==> config.mk <==
export PLATFORM = sky130hd
export DESIGN_NAME = friscv_cache_wr_arbiter
export DESIGN_NICKNAME = d
export VERILOG_FILES = /design/src/rtl/friscv_cache_pkg.sv /design/src/rtl/friscv_cache_wr_slot.sv /design/src/rtl/friscv_cache_wr_arbiter.sv
export SDC_FILE = /design/constraint.sdc
export NUM_CORES = 1
export LEC_CHECK = 0
export CORE_ASPECT_RATIO = 1.4
export CORE_MARGIN = 2
export CORE_UTILIZATION = 50
export CTS_CLUSTER_SIZE = 40
export DETAILED_ROUTE_END_ITERATION = 12
export MAX_ROUTING_LAYER = met4
export PLACE_DENSITY = 0.79
export SLEW_MARGIN = 20
export SYNTH_ARGS = -nofsm -noshare
export SYNTH_HDL_FRONTEND = slang
export SYNTH_SLANG_ARGS = --single-unit
==> constraint.sdc <==
create_clock -name aclk -period 3.2 [get_ports aclk]
set_clock_uncertainty 0.05 [all_clocks]
set_input_delay 0.8 -clock aclk [delete_from_list [all_inputs] [get_ports aclk]]
set_output_delay 0.8 -clock aclk [all_outputs]
set_load 0.02 [all_outputs]
==> src/rtl/friscv_cache_pkg.sv <==
// Shared types and constants for the data-cache write path.
package friscv_cache_pkg;

   localparam int WR_ADDR_W    = 32;
   localparam int WR_BLOCK_W   = 128;
   localparam int WR_STRB_W    = WR_BLOCK_W / 8;
   // Byte-offset bits inside one cache block; the bits above form the block index.
   localparam int BLK_OFFSET_W = $clog2(WR_STRB_W);

   typedef struct packed {
      logic [WR_ADDR_W-1:0]  addr;
      logic [WR_BLOCK_W-1:0] data;
      logic [WR_STRB_W-1:0]  strb;
   } wr_req_t;

   // Block index of a byte address.
   function automatic logic [WR_ADDR_W-BLK_OFFSET_W-1:0] blk_index(input logic [WR_ADDR_W-1:0] addr);
      return addr[WR_ADDR_W-1:BLK_OFFSET_W];
   endfunction

endpackage

==> src/rtl/friscv_cache_wr_slot.sv <==
// One-entry request buffer: accepts when empty or when its content leaves this cycle.
module friscv_cache_wr_slot
   import friscv_cache_pkg::*;
(
   input  logic    aclk,
   input  logic    srst,
   input  logic    in_valid_i,
   output logic    in_ready_o,
   input  wr_req_t in_req_i,
   input  logic    grant_i,
   output logic    buf_valid_o,
   output wr_req_t buf_req_o
);

   logic    valid_q;
   wr_req_t req_q;

   assign in_ready_o  = !valid_q | grant_i;
   assign buf_valid_o = valid_q;
   assign buf_req_o   = req_q;

   // Capture on handshake; content is held until the arbiter grants it.
   always_ff @(posedge aclk) begin
      if (srst) begin
         valid_q <= 1'b0;
         req_q   <= '0;
      end else if (in_valid_i && in_ready_o) begin
         valid_q <= 1'b1;
         req_q   <= in_req_i;
      end else if (grant_i) begin
         valid_q <= 1'b0;
      end
   end

endmodule

==> src/rtl/friscv_cache_wr_arbiter.sv <==
// Shares the cache block write port between the refill loader and the store pusher.
// Pusher wins by default; same-block conflicts and a starved loader go to the loader.
module friscv_cache_wr_arbiter
   import friscv_cache_pkg::*;
#(
   parameter int AXI_ADDR_W    = WR_ADDR_W,
   parameter int CACHE_BLOCK_W = WR_BLOCK_W,
   parameter int MAX_WAIT      = 4
)(
   input  logic                       aclk,
   input  logic                       srst,
   input  logic                       ld_wvalid,
   output logic                       ld_wready,
   input  logic [AXI_ADDR_W-1:0]      ld_waddr,
   input  logic [CACHE_BLOCK_W-1:0]   ld_wdata,
   input  logic [CACHE_BLOCK_W/8-1:0] ld_wstrb,
   input  logic                       pu_wvalid,
   output logic                       pu_wready,
   input  logic [AXI_ADDR_W-1:0]      pu_waddr,
   input  logic [CACHE_BLOCK_W-1:0]   pu_wdata,
   input  logic [CACHE_BLOCK_W/8-1:0] pu_wstrb,
   output logic                       cache_wen,
   output logic [AXI_ADDR_W-1:0]      cache_waddr,
   output logic [CACHE_BLOCK_W-1:0]   cache_wdata,
   output logic [CACHE_BLOCK_W/8-1:0] cache_wstrb,
   output logic                       busy
);

   localparam int AGE_W = $clog2(MAX_WAIT + 1);
   localparam logic [AGE_W-1:0] AGE_MAX = AGE_W'(MAX_WAIT);

   wr_req_t ld_in, pu_in, ld_buf, pu_buf;
   logic    ld_v, pu_v;
   logic    grant_ld, grant_pu;
   logic    same_blk, starved;

   logic [AGE_W-1:0]           age_q;
   logic                       wen_q;
   logic [AXI_ADDR_W-1:0]      waddr_q;
   logic [CACHE_BLOCK_W-1:0]   wdata_q;
   logic [CACHE_BLOCK_W/8-1:0] wstrb_q;

   assign ld_in = '{addr: ld_waddr, data: ld_wdata, strb: ld_wstrb};
   assign pu_in = '{addr: pu_waddr, data: pu_wdata, strb: pu_wstrb};

   friscv_cache_wr_slot u_ld_slot (
      .aclk        (aclk),
      .srst        (srst),
      .in_valid_i  (ld_wvalid),
      .in_ready_o  (ld_wready),
      .in_req_i    (ld_in),
      .grant_i     (grant_ld),
      .buf_valid_o (ld_v),
      .buf_req_o   (ld_buf)
   );

   friscv_cache_wr_slot u_pu_slot (
      .aclk        (aclk),
      .srst        (srst),
      .in_valid_i  (pu_wvalid),
      .in_ready_o  (pu_wready),
      .in_req_i    (pu_in),
      .grant_i     (grant_pu),
      .buf_valid_o (pu_v),
      .buf_req_o   (pu_buf)
   );

   // Refill must land before a store into the same block so the store is not overwritten.
   always_comb begin
      same_blk = ld_v && pu_v && (blk_index(ld_buf.addr) == blk_index(pu_buf.addr));
      starved  = (age_q == AGE_MAX);
      grant_ld = ld_v && (!pu_v || same_blk || starved);
      grant_pu = pu_v && !grant_ld;
   end

   // Count consecutive losses of a waiting loader request, saturating at MAX_WAIT.
   always_ff @(posedge aclk) begin
      if (srst) begin
         age_q <= '0;
      end else if (!ld_v || grant_ld) begin
         age_q <= '0;
      end else if (grant_pu && !starved) begin
         age_q <= age_q + 1'b1;
      end
   end

   // Registered cache write port; address and data hold when idle.
   always_ff @(posedge aclk) begin
      if (srst) begin
         wen_q   <= 1'b0;
         waddr_q <= '0;
         wdata_q <= '0;
         wstrb_q <= '0;
      end else if (grant_ld) begin
         wen_q   <= 1'b1;
         waddr_q <= ld_buf.addr;
         wdata_q <= ld_buf.data;
         wstrb_q <= ld_buf.strb;
      end else if (grant_pu) begin
         wen_q   <= 1'b1;
         waddr_q <= pu_buf.addr;
         wdata_q <= pu_buf.data;
         wstrb_q <= pu_buf.strb;
      end else begin
         wen_q   <= 1'b0;
         wstrb_q <= '0;
      end
   end

   assign cache_wen   = wen_q;
   assign cache_waddr = waddr_q;
   assign cache_wdata = wdata_q;
   assign cache_wstrb = wstrb_q;
   assign busy        = ld_v | pu_v | wen_q;

endmodule

Yosys cells after proc, flatten, opt, wreduce, memory -nomap -nowiden
Index checks and enable logic that the tools add are counted.
- memories kept: 0
- bits in read-only memories: 0
- register bits after elaboration: 534
- memory bits (writable): 0
- latch bits: 0
- logic and storage cells: 50
- input bits: 356
- add/subtract/negate cells: 1
- shifts and indexed selects: 0
- bitwise gates (word level): 4
- div/mod/pow operators: 0
- $mul: 0
- equality and inequality tests: 2
- order comparisons: 0
- reduce and logical (&&, ||, !) cells: 18
- mux-type cells: 12
- operator list (cell ; number):
    128-bit two-way mux ; 2
    32-bit two-way mux ; 2
    16-bit two-way mux ; 2
    28-bit == test ; 1
    1-bit logical AND ; 7
    1-bit two-way mux ; 6
    2-bit nonzero test ; 3
    1-bit logical NOT ; 4
    1-bit bitwise OR ; 4
    3-bit by 1-bit adder with 3-bit output, second input constant ; 1
    3-bit == test, second input constant ; 1
    1-bit logical OR ; 3
    2-bit OR reduction ; 1

Logic depth before layout (Yosys ltp)
- depth after elaboration: 10
- mapped depth: 9
- depth with buffers taken out: 7

Cells and area by module
From an unflattened synthesis, not the netlist that was laid out.
- cells, all modules: 2989
- area, all modules: 28348.4 um^2
- by module, submodules not included (module ; area each (um^2) ; cells an instance ; instances):
    friscv_cache_wr_slot ; 8663.3 ; 806 ; 2
    friscv_cache_wr_arbiter ; 11021.8 ; 1377 ; 1

Worst setup path after synthesis
Ideal clock, no wire load.
- path type: reg-to-output
- start point: reg age_q[0]
- end point: out pu_wready
- required time: 2.350 ns
- arrival time: 1.801 ns
- buffers on the path: 2
- setup slack: 0.549 ns
- stages on the path, launching flop included: 9
- cells stage by stage: dfxtp_1 inv_1 ha_1 a21boi_1 inv_1 a22o_1 buf_2 clkbuf_1 nand2_1
- cells in the longest elaborated chain, start to end: 6
- ends and longest elaborated chain (element ; line ; source):
    start: declaration ; friscv_cache_wr_arbiter.sv:37 ; logic [AGE_W-1:0] age_q;
    start signal: assignment ; friscv_cache_wr_arbiter.sv:83 ; age_q <= age_q + 1'b1;
    3-bit == test ; friscv_cache_wr_arbiter.sv:71 ; starved = (age_q == AGE_MAX);
    1-bit logical OR ; friscv_cache_wr_arbiter.sv:72 ; grant_ld = ld_v && (!pu_v || same_blk || starved);
    1-bit logical AND ; friscv_cache_wr_arbiter.sv:72 ;
    1-bit logical NOT ; friscv_cache_wr_arbiter.sv:73 ; grant_pu = pu_v && !grant_ld;
    1-bit logical AND ; friscv_cache_wr_arbiter.sv:73 ;
    1-bit bitwise OR ; friscv_cache_wr_slot.sv:18 ; assign in_ready_o = !valid_q | grant_i;
    end: declaration ; friscv_cache_wr_arbiter.sv:18 ; output logic pu_wready,
Every way passes these cells.

Final worst setup path
- start point: reg u_pu_slot.req_q, in the netlist u_pu_slot.buf_req_o[175]
- end point: out pu_wready
- cells in the longest elaborated chain, start to end: 8
- ends and longest elaborated chain (element ; line ; source):
    start: declaration ; friscv_cache_wr_slot.sv:16 ; wr_req_t req_q;
    start signal: assignment ; friscv_cache_wr_slot.sv:29 ; req_q <= in_req_i;
    28-bit == test ; friscv_cache_wr_arbiter.sv:70 ; same_blk = ld_v && pu_v && (blk_index(ld_buf.addr) == blk_index(pu_buf.addr));
    1-bit logical AND ; friscv_cache_wr_arbiter.sv:70 ;
    1-bit logical OR (2 in series) ; friscv_cache_wr_arbiter.sv:72 ;
    1-bit logical AND ; friscv_cache_wr_arbiter.sv:72 ;
    1-bit logical NOT ; friscv_cache_wr_arbiter.sv:73 ;
    1-bit logical AND ; friscv_cache_wr_arbiter.sv:73 ;
    1-bit bitwise OR ; friscv_cache_wr_slot.sv:18 ;
Every way passes these cells.

==> results.tsv <==
metric	value	unit
wirelength, routed	64750	um
#FFs+latches synth	534	
clock buffer depth	3	
Setup Crit Path Kind	register to output port	
CTS Sinks	534	
Placeable Area	44180	sq um
1st-pass router iterations	5	
synth top area cells	dfxtp_1 (48%), nand2b_1 (20%), mux2i_1 (16%), a22oi_1 (5.3%), o22ai_1 (4.5%)	
worst hold path startpoint	u_ld_slot.buf_req_o[5]	
met2 wire length	32960	um
simple-gate share of the synthesized area	0.2105	
Async S/R FF share, synth	0	
Reg-to-Reg End	cache_waddr[6]	
Mapped Cells	2221	
Post-Syn Area	22460	sq um
Critical Path Source Type	register	
Post-synth EDFFs	0	
Die Ht	254.8	um
Initial Utilization	0.5084	
die width	183.1	um
final core utilization	0.6776	
TritonCTS clock tree	done	
wire per inst	19.88	um
crit path max fanout	3	
share of layout cells above drive strength 1	0.04939	
Overflow after GRT	0	
Slew @ Worst Pin	1418	ps
met1 WL	24700	um
largest net degree at the start of global routing	194	
Post-Syn Nets	2579	
later-pin clock latency in the skew report	570	ps
Synthesis Warnings	0	
syn avg cell area	10.11	sq um
Clock transition at path regs	60	ps
Final HPWL DP	43650	um
Compound-Gate Fraction of Synth Area	0.1047	
Post-Synth Adder-Cell Area	0.001114	
XOR/XNOR Fraction of Synth Area	0.01131	
Slew Limit Fails	0	
Fin Setup TNS	0	ps
nets	3018	
FF-to-FF path depth	7	
sequential area share after synthesis	0.4760	
max-cap violation count	0	
vias in the first global route	18219	
Max IR drop VDD	0.0004349	V
max_slew headroom	0.05490	
Num CTS Buffers	51	
final worst-path cycle share	0.9725	
mux share of post-synthesis cell area	0.1569	
CTS root buf	clkbuf_16	
WP data required	2350	ps
share of the synthesized area in the top cell type	0.4760	
largest family of logic cells by synthesized area	simple AND/OR/NAND/NOR gates	
Via Count	17720	
floorplan row count	91	
largest area contributor in the netlist	dfxtp_1	
IO Count	536	
RSZ-0062 raised after global routing	no	
Die ar.	46650	sq um
outcome	complete, no violations	
DRC viols	0	
antenna violations before repair	7	
RD Place Congestion	0.8633	
fin crit period	3112	ps
PwrDens	522.6	nW/um^2
H-tree Lvls	2	
Top Layer Used	met4	
Hold Buf Count CTS	0	
Post-DRT Antenna Nets	0	
Lkg Pwr	0.01142	uW
final hold vios	0	
reg-to-reg slack, setup	280	ps
GRT Overall Usage	0.2731	
Synth Flop Type	dfxtp_1	
first-pass GRT wire length	98520	um
Worst R2R Start	u_pu_slot.buf_req_o[175]	
Worst Hold End	cache_wstrb[5]	
crit path capture type	output port	
Met3 Wirelength	4194	um
final setup vio count	0	
Max Clock Freq	321.3	MHz
Port-buffer cells	535	
Min-Delay Path Depth	2	
HP Class	register to register	
WP data arrival	2260	ps
Vias per Instance	5.439	
area delta synth->final	33.29	%
synth unique cells	31	
Iteration-0 DRC Markers	1015	
==> synth_stat cells (2+ instances only) <==
master	count
a21oi_1	18
a22oi_1	160
buf_2	49
buf_4	13
buf_6	4
clkbuf_1	128
dfxtp_1	534
ha_1	2
inv_1	4
mux2i_1	352
nand2_1	22
nand2b_1	704
nand3_1	2
nand3b_1	16
nand4_1	6
nor2_1	3
nor3_1	2
nor4_2	2
o22ai_1	160
xnor2_1	29
==> metal layers <==
metal,vias to the layer above,GRT usage
li1,8512,-
met1,8493,0.3002
met2,562,0.4674
met3,153,0.06055
met4,0,0.1342
met5,-,-
==> power by group <==
group	total [uW]	leakage (uW)	internal [uW]	switching (uW)
Sequential	7310	0.00439	7080	227
Combinational	2410	0.00623	1260	1160
Clock	5920	0.000802	3410	2500
==> state kept, by name (all words and copies together), names as in the netlist <==
signal,count
u_ld_slot.buf_req_o,176
u_pu_slot.buf_req_o,176
cache_wen,1
age_q,3
cache_wstrb,16
u_ld_slot.buf_valid_o,1
cache_waddr,32
cache_wdata,128
u_pu_slot.buf_valid_o,1
==> critical path, cell delays in order (launching register included) <==
cell             delay [ps]
dfxtp_1                 390
xnor2_2                 140
nand4_1                 160
nor4_4                  420
a22o_4                  200
nand2_1                  70
clkdlybuf4s15_1         300
==> cell type report <==
class | count | area, sq um
clock inverters | 7 | 62.56
multi-input cells | 1488 | 10950
inverters | 4 | 15.01
flip-flops and latches | 534 | 10690
fillers | 3441 | 14240
well taps | 558 | 698.2
repair buffers | 581 | 5938
clock buffers | 79 | 1564
diodes | 7 | 17.52
==> worst max-delay path by stage <==
| stage | from | endpoint | slack, ps | depth (start not counted) |
|---|---|---|---|---|
| finish | u_pu_slot.buf_req_o[175] | pu_wready | 90 | 6 |
| global route | u_pu_slot.buf_req_o[175] | pu_wready | 6 | 6 |
| CTS | u_ld_slot.buf_req_o[157] | ld_wready | 10 | 6 |
| detailed placement | u_ld_slot.buf_req_o[175] | ld_wready | 160 | 6 |
| global placement | u_pu_slot.buf_req_o[175] | ld_wready | 190 | 6 |
| floorplan | age_q[0] | pu_wready | 550 | 8 |
==> cells in the final DEF (no fill, tap or decap), drive strengths merged <==
master	Yosys	layout
a21boi	1	1
a21oi	19	19
a22o	1	1
a22oi	160	160
a31oi	1	1
and2	1	1
buf	67	48
bufinv	0	1
clkbuf	128	79
clkdlybuf4s15	0	1
clkdlybuf4s50	0	532
clkinv	0	5
clkinvlp	0	1
dfxtp	534	534
diode	0	7
ha	2	2
inv	4	4
mux2i	352	352
nand2	22	22
nand2b	704	704
nand3	2	2
nand3b	16	16
nand4	6	6
nor2	3	3
nor2b	1	1
nor3	2	2
nor3b	1	1
nor4	2	2
o21a	1	1
o21ai	1	1
o22ai	160	160
or3	1	1
xnor2	29	29
==> metrics by stage <==
step	power (uW)	cells	setup slack, ps	instance area (sq um)	hold WS [ps]
floorplan	8731	2221	549.1	22460	382.3
global placement	9797	3165	187.2	28260	390.9
detailed placement	9849	3165	163.0	28260	396.0
CTS	15740	3251	11.84	29900	404.9
global route	16200	3258	6.017	29930	425.5
finish	15640	3258	87.97	29930	398.4
==> logic make-up after synthesis <==
family | after synthesis
adders and majority gates | 2
DFF | 534
buffers and inverters | 199
AOI/OAI and AO/OA | 344
and+or+nand+nor | 761
xor gates and xnor gates | 29
muxes | 352
==> timing repair <==
action | 4_1_cts | 5_1_grt
pin swaps | 1 | 2
setup endpoints to repair | 2 | 2
buffers inserted | 0 | 0
resized for setup | 5 | 6
Note: power is estimated with default switching activity, not from simulation.
